## config.mk

```make
export PLATFORM = sky130hd
export DESIGN_NAME = branch_tracker
export DESIGN_NICKNAME = d
export VERILOG_FILES = /design/src/rtl/branch_tracker.sv
export SDC_FILE = /design/constraint.sdc
export NUM_CORES = 1
export LEC_CHECK = 0
export CORE_MARGIN = 1.5
export CORE_UTILIZATION = 35
export DETAILED_ROUTE_END_ITERATION = 10
export HOLD_SLACK_MARGIN = 0.15
export SLEW_MARGIN = 25
export SYNTH_ARGS = -nofsm -noshare
export SYNTH_HDL_FRONTEND = slang
export SYNTH_SLANG_ARGS = --single-unit
```

## constraint.sdc

```tcl
create_clock -name clk_i -period 3.4 [get_ports clk_i]
set_clock_uncertainty 0.1 [all_clocks]
set_input_delay 0.68 -clock clk_i [delete_from_list [all_inputs] [get_ports clk_i]]
set_output_delay 0.68 -clock clk_i [all_outputs]
set_load 0.02 [all_outputs]
```

## src/rtl/branch_tracker.sv

```systemverilog
// In-order tracker for in-flight branches between fetch/execute and a 2-bit predictor.
// Queues predictions until resolve, drives predictor updates, flushes on mispredict.
module branch_tracker #(
  parameter int unsigned DEPTH = 4,
  parameter int unsigned CNT_W = 16
) (
  input  logic                     clk_i,
  input  logic                     rst_i,
  input  logic                     fetch_valid_i,
  output logic                     fetch_ready_o,
  output logic                     pred_valid_o,
  output logic                     pred_taken_o,
  input  logic                     resolve_valid_i,
  input  logic                     resolve_taken_i,
  output logic                     resolve_ready_o,
  output logic                     mispredict_o,
  output logic                     request_o,
  input  logic                     prediction_i,
  output logic                     result_o,
  output logic                     taken_o,
  output logic [$clog2(DEPTH):0]   occupancy_o,
  output logic [CNT_W-1:0]         total_cnt_o,
  output logic [CNT_W-1:0]         miss_cnt_o
);

  localparam int unsigned PtrW = $clog2(DEPTH);
  localparam int unsigned OccW = PtrW + 1;
  localparam logic [OccW-1:0]  DepthOcc = OccW'(DEPTH);
  localparam logic [OccW-1:0]  OccOne   = OccW'(1);
  localparam logic [PtrW-1:0]  PtrOne   = PtrW'(1);
  localparam logic [CNT_W-1:0] CntOne   = CNT_W'(1);
  localparam logic [CNT_W-1:0] CntMax   = {CNT_W{1'b1}};

  logic            pred_mem_q [DEPTH];
  logic [PtrW-1:0] head_q, head_d, tail_q, tail_d;
  logic [OccW-1:0] occ_q, occ_d;
  logic            pend_q, pend_d;
  logic            request_q, request_d;
  logic            result_q, result_d;
  logic            taken_q, taken_d;
  logic            pred_valid_q, pred_valid_d;
  logic            pred_taken_q, pred_taken_d;
  logic            mispredict_q, mispredict_d;
  logic [CNT_W-1:0] total_q, total_d, miss_q, miss_d;

  logic res_acc, flush, accept, capture;

  // Pending request counts against capacity so a full queue never overflows on capture.
  assign fetch_ready_o   = !rst_i && ((occ_q + {{PtrW{1'b0}}, pend_q}) < DepthOcc);
  assign resolve_ready_o = !rst_i && (occ_q != '0);

  assign res_acc = resolve_valid_i && resolve_ready_o;
  assign flush   = res_acc && (pred_mem_q[head_q] != resolve_taken_i);
  assign accept  = fetch_valid_i && fetch_ready_o && !flush;
  assign capture = pend_q && !flush;

  always_comb begin
    head_d       = head_q;
    tail_d       = tail_q;
    occ_d        = occ_q;
    pend_d       = accept;
    request_d    = accept;
    result_d     = res_acc;
    taken_d      = taken_q;
    pred_valid_d = capture;
    pred_taken_d = pred_taken_q;
    mispredict_d = flush;
    total_d      = total_q;
    miss_d       = miss_q;

    if (capture) begin
      tail_d       = tail_q + PtrOne;
      occ_d        = occ_d + OccOne;
      pred_taken_d = prediction_i;
    end
    if (res_acc) begin
      head_d  = head_q + PtrOne;
      occ_d   = occ_d - OccOne;
      taken_d = resolve_taken_i;
      if (total_q != CntMax) total_d = total_q + CntOne;
    end
    // Flush drops every younger entry, including one captured this edge.
    if (flush) begin
      head_d = tail_q;
      occ_d  = '0;
      if (miss_q != CntMax) miss_d = miss_q + CntOne;
    end
  end

  always_ff @(posedge clk_i) begin
    if (rst_i) begin
      head_q       <= '0;
      tail_q       <= '0;
      occ_q        <= '0;
      pend_q       <= 1'b0;
      request_q    <= 1'b0;
      result_q     <= 1'b0;
      taken_q      <= 1'b0;
      pred_valid_q <= 1'b0;
      pred_taken_q <= 1'b0;
      mispredict_q <= 1'b0;
      total_q      <= '0;
      miss_q       <= '0;
    end else begin
      head_q       <= head_d;
      tail_q       <= tail_d;
      occ_q        <= occ_d;
      pend_q       <= pend_d;
      request_q    <= request_d;
      result_q     <= result_d;
      taken_q      <= taken_d;
      pred_valid_q <= pred_valid_d;
      pred_taken_q <= pred_taken_d;
      mispredict_q <= mispredict_d;
      total_q      <= total_d;
      miss_q       <= miss_d;
    end
  end

  // Storage needs no reset: occupancy and pointers gate every read.
  always_ff @(posedge clk_i) begin
    if (!rst_i && capture) pred_mem_q[tail_q] <= prediction_i;
  end

  assign request_o    = request_q;
  assign result_o     = result_q;
  assign taken_o      = taken_q;
  assign pred_valid_o = pred_valid_q;
  assign pred_taken_o = pred_taken_q;
  assign mispredict_o = mispredict_q;
  assign occupancy_o  = occ_q;
  assign total_cnt_o  = total_q;
  assign miss_cnt_o   = miss_q;

endmodule

```

==> results of run 1 <==
-- stage by stage --
step / utilization [%] / total power (W) / hold WS [ns]
after global routing: 46.67 / 0.001384 / 0.4009
final: 46.67 / 0.001321 / 0.3833
after detailed placement: 44.69 / 0.0008400 / 0.3709
after CTS: 46.67 / 0.001340 / 0.3849
after floorplan: - / 0.0007686 / 0.3488
after global placement: 44.69 / 0.0008376 / 0.3640
-- sequential cells by signal, summed over array words and instances (netlist names), named ones only --
signal / count
total_cnt_o: 16
request_o: 1
tail_q: 2
pred_valid_o: 1
result_o: 1
miss_cnt_o: 16
head_q: 2
occupancy_o: 3
pred_mem_q: 4
taken_o: 1
pred_taken_o: 1
mispredict_o: 1
-- logic make-up (layout without fill, tap and decap cells) --
group / after synthesis / after routing
buffers and inverters: 21 / 72
adder cells (fa/ha/maj): 9 / 9
multiplexers: 7 / 7
AND/OR/NAND/NOR: 118 / 118
flip-flops: 51 / 51
XOR/XNOR: 26 / 26
AO/OA/AOI/OAI: 36 / 36
-- metal layers --
metal | wire length [um] | vias to the layer above | share of wire, %
li1 | - | 1043 | -
met1 | 2606 | 941 | 49
met2 | 2389 | 41 | 45
met3 | 218 | 6 | 4.1
met4 | 61 | 0 | 1.2
met5 | 0 | - | 0
-- power by group --
group	leakage (nW)	internal [W]	total (W)	switching, W
logic	0.647	0.0000812	0.000181	0.0000997
clock network	0.0654	0.000294	0.000497	0.000203
registers	0.416	0.000624	0.000643	0.0000196
total	1.13	0.000999	0.00132	0.000322
-- worst paths after layout --
| check | start | slack (ns) | cells after the start | to |
|---|---|---|---|---|
| setup / recovery | rst_i | 0.59 | 3 | fetch_ready_o |
| hold / removal | taken_o$_SDFFE_PP0N_ | 0.38 | 2 | taken_o$_SDFFE_PP0N_ |
| setup reg to reg | pred_mem_q[2]$_DFFE_PP_ | 0.89 | 6 | occupancy_o[1]$_SDFF_PP0_ |
| hold reg to reg | taken_o$_SDFFE_PP0N_ | 0.38 | 2 | taken_o$_SDFFE_PP0N_ |
-- placed cells by master, fill, tap and decap left out, types with 5 or more instances in the layout --
cell             instances
o21ai_0                 10
nor2_1                  34
xnor2_1                 15
nor3_1                   6
nand2_1                 17
xor2_1                  10
nand4_1                  8
mux2i_1                  6
nand3_1                  9
inv_1                    9
or3_1                    5
ha_1                     9
and3_1                   7
and4_1                   8
nor4_1                   7
clkbuf_8                 5
buf_4                    7
dfxtp_1                 47
clkdlybuf4s50_1         48
a21oi_1                  8
-- worst max-delay path: cells and delay by family --
family,cells,cell delay [ns]
buffers and inverters,2,1.16
and+or+nand+nor,1,0.19
-- final cells by class --
cell class                      count  share of cell area, %
Tap cell                           80                  3.192
Inverter                            9                  1.077
Clock buffer                        6                  2.314
Clock inverter                      2                  1.915
Timing Repair Buffer               55                  17.00
Multi-Input combinational cell    196                  40.66
Sequential cell                    51                  33.84
==> results.tsv, run 1 <==
metric	value	unit
outcome	completed	
p_leak	1.128	nW
hold_class	reg -> reg	
tns	0	ns
place_inst	391	
pin_count	49	
fillers	660	
place_ws	0.5272	ns
netlist_instances	268	
num_rows	30	
grt_pass1_wl	8687	um
cts_hold_buf	0	
dieWidth	86.07	um
path_common_cell	clkdlybuf4s50_1	
clock_sinks	51	
antenna_cells	0	
globalRouteOverflowTotal	0	
cts_resized	0	
clockRootBuffer	clkbuf_8	
final_area	3136	sq um
synth.yosys.seq_area_share	43.94	%
final_hold_viol_count	0	
drv_cap	0	
vias	2031	
nets	333	
coreArea	6719	sq um
postCtsSetupRepairBufs	0	
p_per_area	421.4	nW/um^2
drv_slew	0	
cp_slowest_cell	clkdlybuf4s50_1	
netlist.area_leader.share	38.96	%
post_dp_cell_area	3003	sq um
routabilityCongestion	0.7663	
netlist_area	2415	sq um
required	2.62	ns
grt_usage	14.73	%
die_y	86.07	um
synth_most_common_cell	dfxtp_1	
wl_per_cell	13.22	um
cts-buffers-inserted	5	
ys_ff_latch	51	
finalNonFillerCells	399	
wl	5276	um
multi_input_area	1275	sq um
path_clk_slew	0.10	ns
synth-simple-area-share	25.49	%
syn2layout_area_growth	29.84	%
dieArea	7407	sq um
cp-start-kind	input port	
avgViaCountPerCell	5.090	
relSlewSlack	69.44	%
setup_slack	0.5897	ns
worst-setup-path-type	in -> out	
fmax	355.8	MHz
synth.area.mux_share	3.420	%
met1_usage	19.86	%
grt_use_met3	4.235	%
clkLatencyLatePin	0.31	ns
drt_iter0_drc	72	
synth_compound_area_share	9.482	%
max_stage_delay	0.63	ns
io_buffers	48	
clockBufferDepth	2	
arrival	2.03	ns
cp-end-kind	output pin	
drive_above_1_share	5.643	%
synthArstFlopShare	0	%
met2_usage	23.12	%
cts_tree	built	
cp_max_fo	5	
finalSetupViolCount	0	
yosys_most_used_dff	dfxtp_1	
drc	0	
start_util	35.94	%
final-seq-area	1061	sq um
ys_warn_count	0	
htree_num_levels	2	
path_cells	clkdlybuf4s50_1 -> nor2_1 -> clkdlybuf4s50_1	
yosysTopAreaCell	dfxtp_1	
worst_pin_slew	0.4549	ns
first_pass_iters	5	
post-route-period-util	82.66	%
yosys.cell_types.count	42	
busiest_layer	met2	
yosys-top-cells-count	47 x dfxtp_1, 34 x nor2_1, 17 x nand2_1	
grt_pass1_vias	1821	
vdd_drop_max	0.0002710	V
grt_antenna_before_repair	0	
grt_max_degree	25	
rsz0062_at_grt	no	
synth-xor-area-share	9.741	%
synth_edf_count	4	
synthesis.nets	283	
synth_adder_area_share	4.663	%
ant_nets	0	
yosys-top-cells-area	dfxtp_1 39%, xnor2_1 5.4%, nor2_1 5.3%	
dp_hpwl	3800	um
fin_crit	2.810	ns
synth_top_family_by_area	simple AND/OR/NAND/NOR gates	
syn_avg_cell_area	9.011	sq um
Note: power is estimated with default switching activity, not from simulation.
==> run 2: changes to the inputs <==
==> constraint.sdc (replaced) <==
create_clock -name clk_i -period 2.6 [get_ports clk_i]
set_clock_uncertainty 0.1 [all_clocks]
set_input_delay 0.52 -clock clk_i [delete_from_list [all_inputs] [get_ports clk_i]]
set_output_delay 0.52 -clock clk_i [all_outputs]
set_load 0.02 [all_outputs]
==> run 2 against run 1 <==
Against the previous run: die area is the same; global-route usage grew 0.33 points; sequential cell count is the same; design area grew 1.1%; combinational power grew 45%; worst hold slack lost 0.0028 ns; critical endpoint unchanged; largest cell class unchanged.
==> results.tsv, run 2 (same netlist as run 1, synthesis figures left out) <==
metric	value	unit	change
outcome	completed		unchanged
arrival	1.84	ns	was 2.03 ns
hold_class	reg -> reg		unchanged
cp_max_fo	5		unchanged
p_leak	1.173	nW	was 1.128 nW
wl_per_cell	13.20	um	was 13.22 um
wl	5373	um	was 5276 um
syn2layout_area_growth	31.24	%	was 29.84%
place_ws	-0.04577	ns	was 0.5272 ns
drc	0		unchanged
grt_pass1_wl	8928	um	was 8687 um
finalSetupViolCount	0		unchanged
required	1.98	ns	was 2.62 ns
dieArea	7407	sq um	unchanged
layout_common_cells	47 x dfxtp_1, 47 x clkdlybuf4s50_1, 34 x nor2_1		was 48 x clkdlybuf4s50_1, 47 x dfxtp_1, 34 x nor2_1
start_util	35.94	%	unchanged
whs	0.3806	ns	was 0.3833 ns
drv_cap	0		unchanged
setup_slack	0.1395	ns	was 0.5897 ns
crit_family	buffers and inverters		unchanged
worst_pin_slew	0.3833	ns	was 0.4549 ns
htree_num_levels	2		unchanged
path_common_cell	clkdlybuf4s50_1		unchanged
grt_pass1_vias	1901		was 1821
cts-buffers-inserted	5		unchanged
final_hold_viol_count	0		unchanged
cts_hold_buf	0		unchanged
clockBufferDepth	2		unchanged
drive_above_1_share	8.257	%	was 5.643%
critPathBufInv	3		was 2
die_y	86.07	um	unchanged
globalRouteOverflowTotal	0		unchanged
cp-start-kind	input port		unchanged
clkLatencyLatePin	0.30	ns	was 0.31 ns
path_clk_slew	0.08	ns	was 0.10 ns
p_per_area	502.3	nW/um^2	was 421.4 nW/um^2
avgViaCountPerCell	5.025		was 5.090
grt_max_degree	28		was 25
drv_slew	0		unchanged
dp_hpwl	3898	um	was 3800 um
num_rows	30		unchanged
grt_usage	15.06	%	was 14.73%
cp_slowest_cell	clkdlybuf4s50_1		unchanged
path_cells	clkdlybuf4s50_1 -> buf_4 -> nor2_1 -> clkdlybuf4s50_1		was clkdlybuf4s50_1 -> nor2_1 -> clkdlybuf4s50_1
clockRootBuffer	clkbuf_8		unchanged
fmax	406.4	MHz	
worst-setup-path-type	in -> out		unchanged
clock_sinks	51		unchanged
first_pass_iters	4		was 5
drt_iter0_drc	63		was 72
cts_tree	built		unchanged
grt_antenna_before_repair	0		unchanged
rsz0062_at_grt	no		unchanged
vias	2045		was 2031
relSlewSlack	74.25	%	was 69.44%
ant_nets	0		unchanged
routabilityCongestion	0.8259		was 0.7663
dieWidth	86.07	um	unchanged
final_area	3169	sq um	was 3136 sq um
pin_count	49		unchanged
cp-end-kind	output pin		unchanged
vdd_drop_max	0.0002134	V	was 0.0002710 V
fin_crit	2.461	ns	
nets	341		was 333
coreArea	6719	sq um	unchanged
antenna_cells	0		unchanged
io_buffers	48		unchanged
max_stage_delay	0.61	ns	was 0.63 ns
post-route-period-util	94.64	%	
post_dp_cell_area	3067	sq um	was 3003 sq um
tns	0	ns	unchanged
run 2: cell count changes in the layout (fill, tap and decap cells not counted), sizes merged:
| cell | change |
|---|---|
| buf | +8 |
| bufinv | -2 |
| clkbuf | +2 |
| clkdlybuf4s50 | -1 |
| dlymetal6s2s | +1 |
run 2: layout make-up:
class                           count  area, sq um
Multi-Input combinational cell    196         1279
Inverter                            9        33.78
Sequential cell                    51         1061
Clock buffer                        8        100.1
Tap cell                           80        100.1
Fill cell                         638         3550
Timing Repair Buffer               63        595.6
run 2: worst min-delay path, stage by stage, from the launching register on:
cell and delay [ns]:
dfxtp_1 0.32, nand3b_1 0.08, nand2_1 0.04
run 2: power breakdown:
group / switching (W) / internal (W) / leakage (nW)
Combinational: 0.000143 / 0.000121 / 0.705
Clock: 0.000250 / 0.000243 / 0.0515
Sequential: 0.0000195 / 0.000816 / 0.416
run 2: metrics by stage:
stage | std cells | total power (W) | utilization (%)
after floorplan | 268 | 0.001006 | -
after global placement | 399 | 0.001115 | 45.64
after detailed placement | 399 | 0.001116 | 45.64
after CTS | 407 | 0.001612 | 47.13
after global routing | 407 | 0.001671 | 47.17
final | 407 | 0.001592 | 47.17
run 2: final timing paths:
kind / cells past startpoint / slack (ns) / to / start
worst min-delay path: 2 / 0.38 / taken_o$_SDFFE_PP0N_ / taken_o$_SDFFE_PP0N_
worst max register to register: 7 / 0.22 / miss_cnt_o[12]$_SDFFE_PP0P_ / occupancy_o[0]$_SDFF_PP0_
worst min register to register: 2 / 0.38 / taken_o$_SDFFE_PP0N_ / taken_o$_SDFFE_PP0N_
worst max-delay path: 4 / 0.14 / fetch_ready_o / rst_i
run 2: per-layer routing:
metal / GRT usage (%) / vias up / part of all wire (%)
li1: - / 1064 / -
met1: 20.53 / 943 / 51
met2: 23.34 / 34 / 45
met3: 3.657 / 4 / 3.6
met4: 5.132 / 0 / 1.3
met5: 0 / - / 0
run 2: timing repair:
action | in CTS | in global routing
resized for setup | 0 | 1
setup buffers | 0 | 0
setup endpoints to repair | 0 | 1
endpoints found under the hold margin | 0 | 0
==> run 3: changes to the inputs <==
--- a/config.mk
+++ b/config.mk
@@ -13,3 +13,4 @@
 export SYNTH_ARGS = -nofsm -noshare
 export SYNTH_HDL_FRONTEND = slang
 export SYNTH_SLANG_ARGS = --single-unit
+export TNS_END_PERCENT = 50
==> results of run 3 <==
No change in the layout: final DEF, timing and power equal those of run 2.
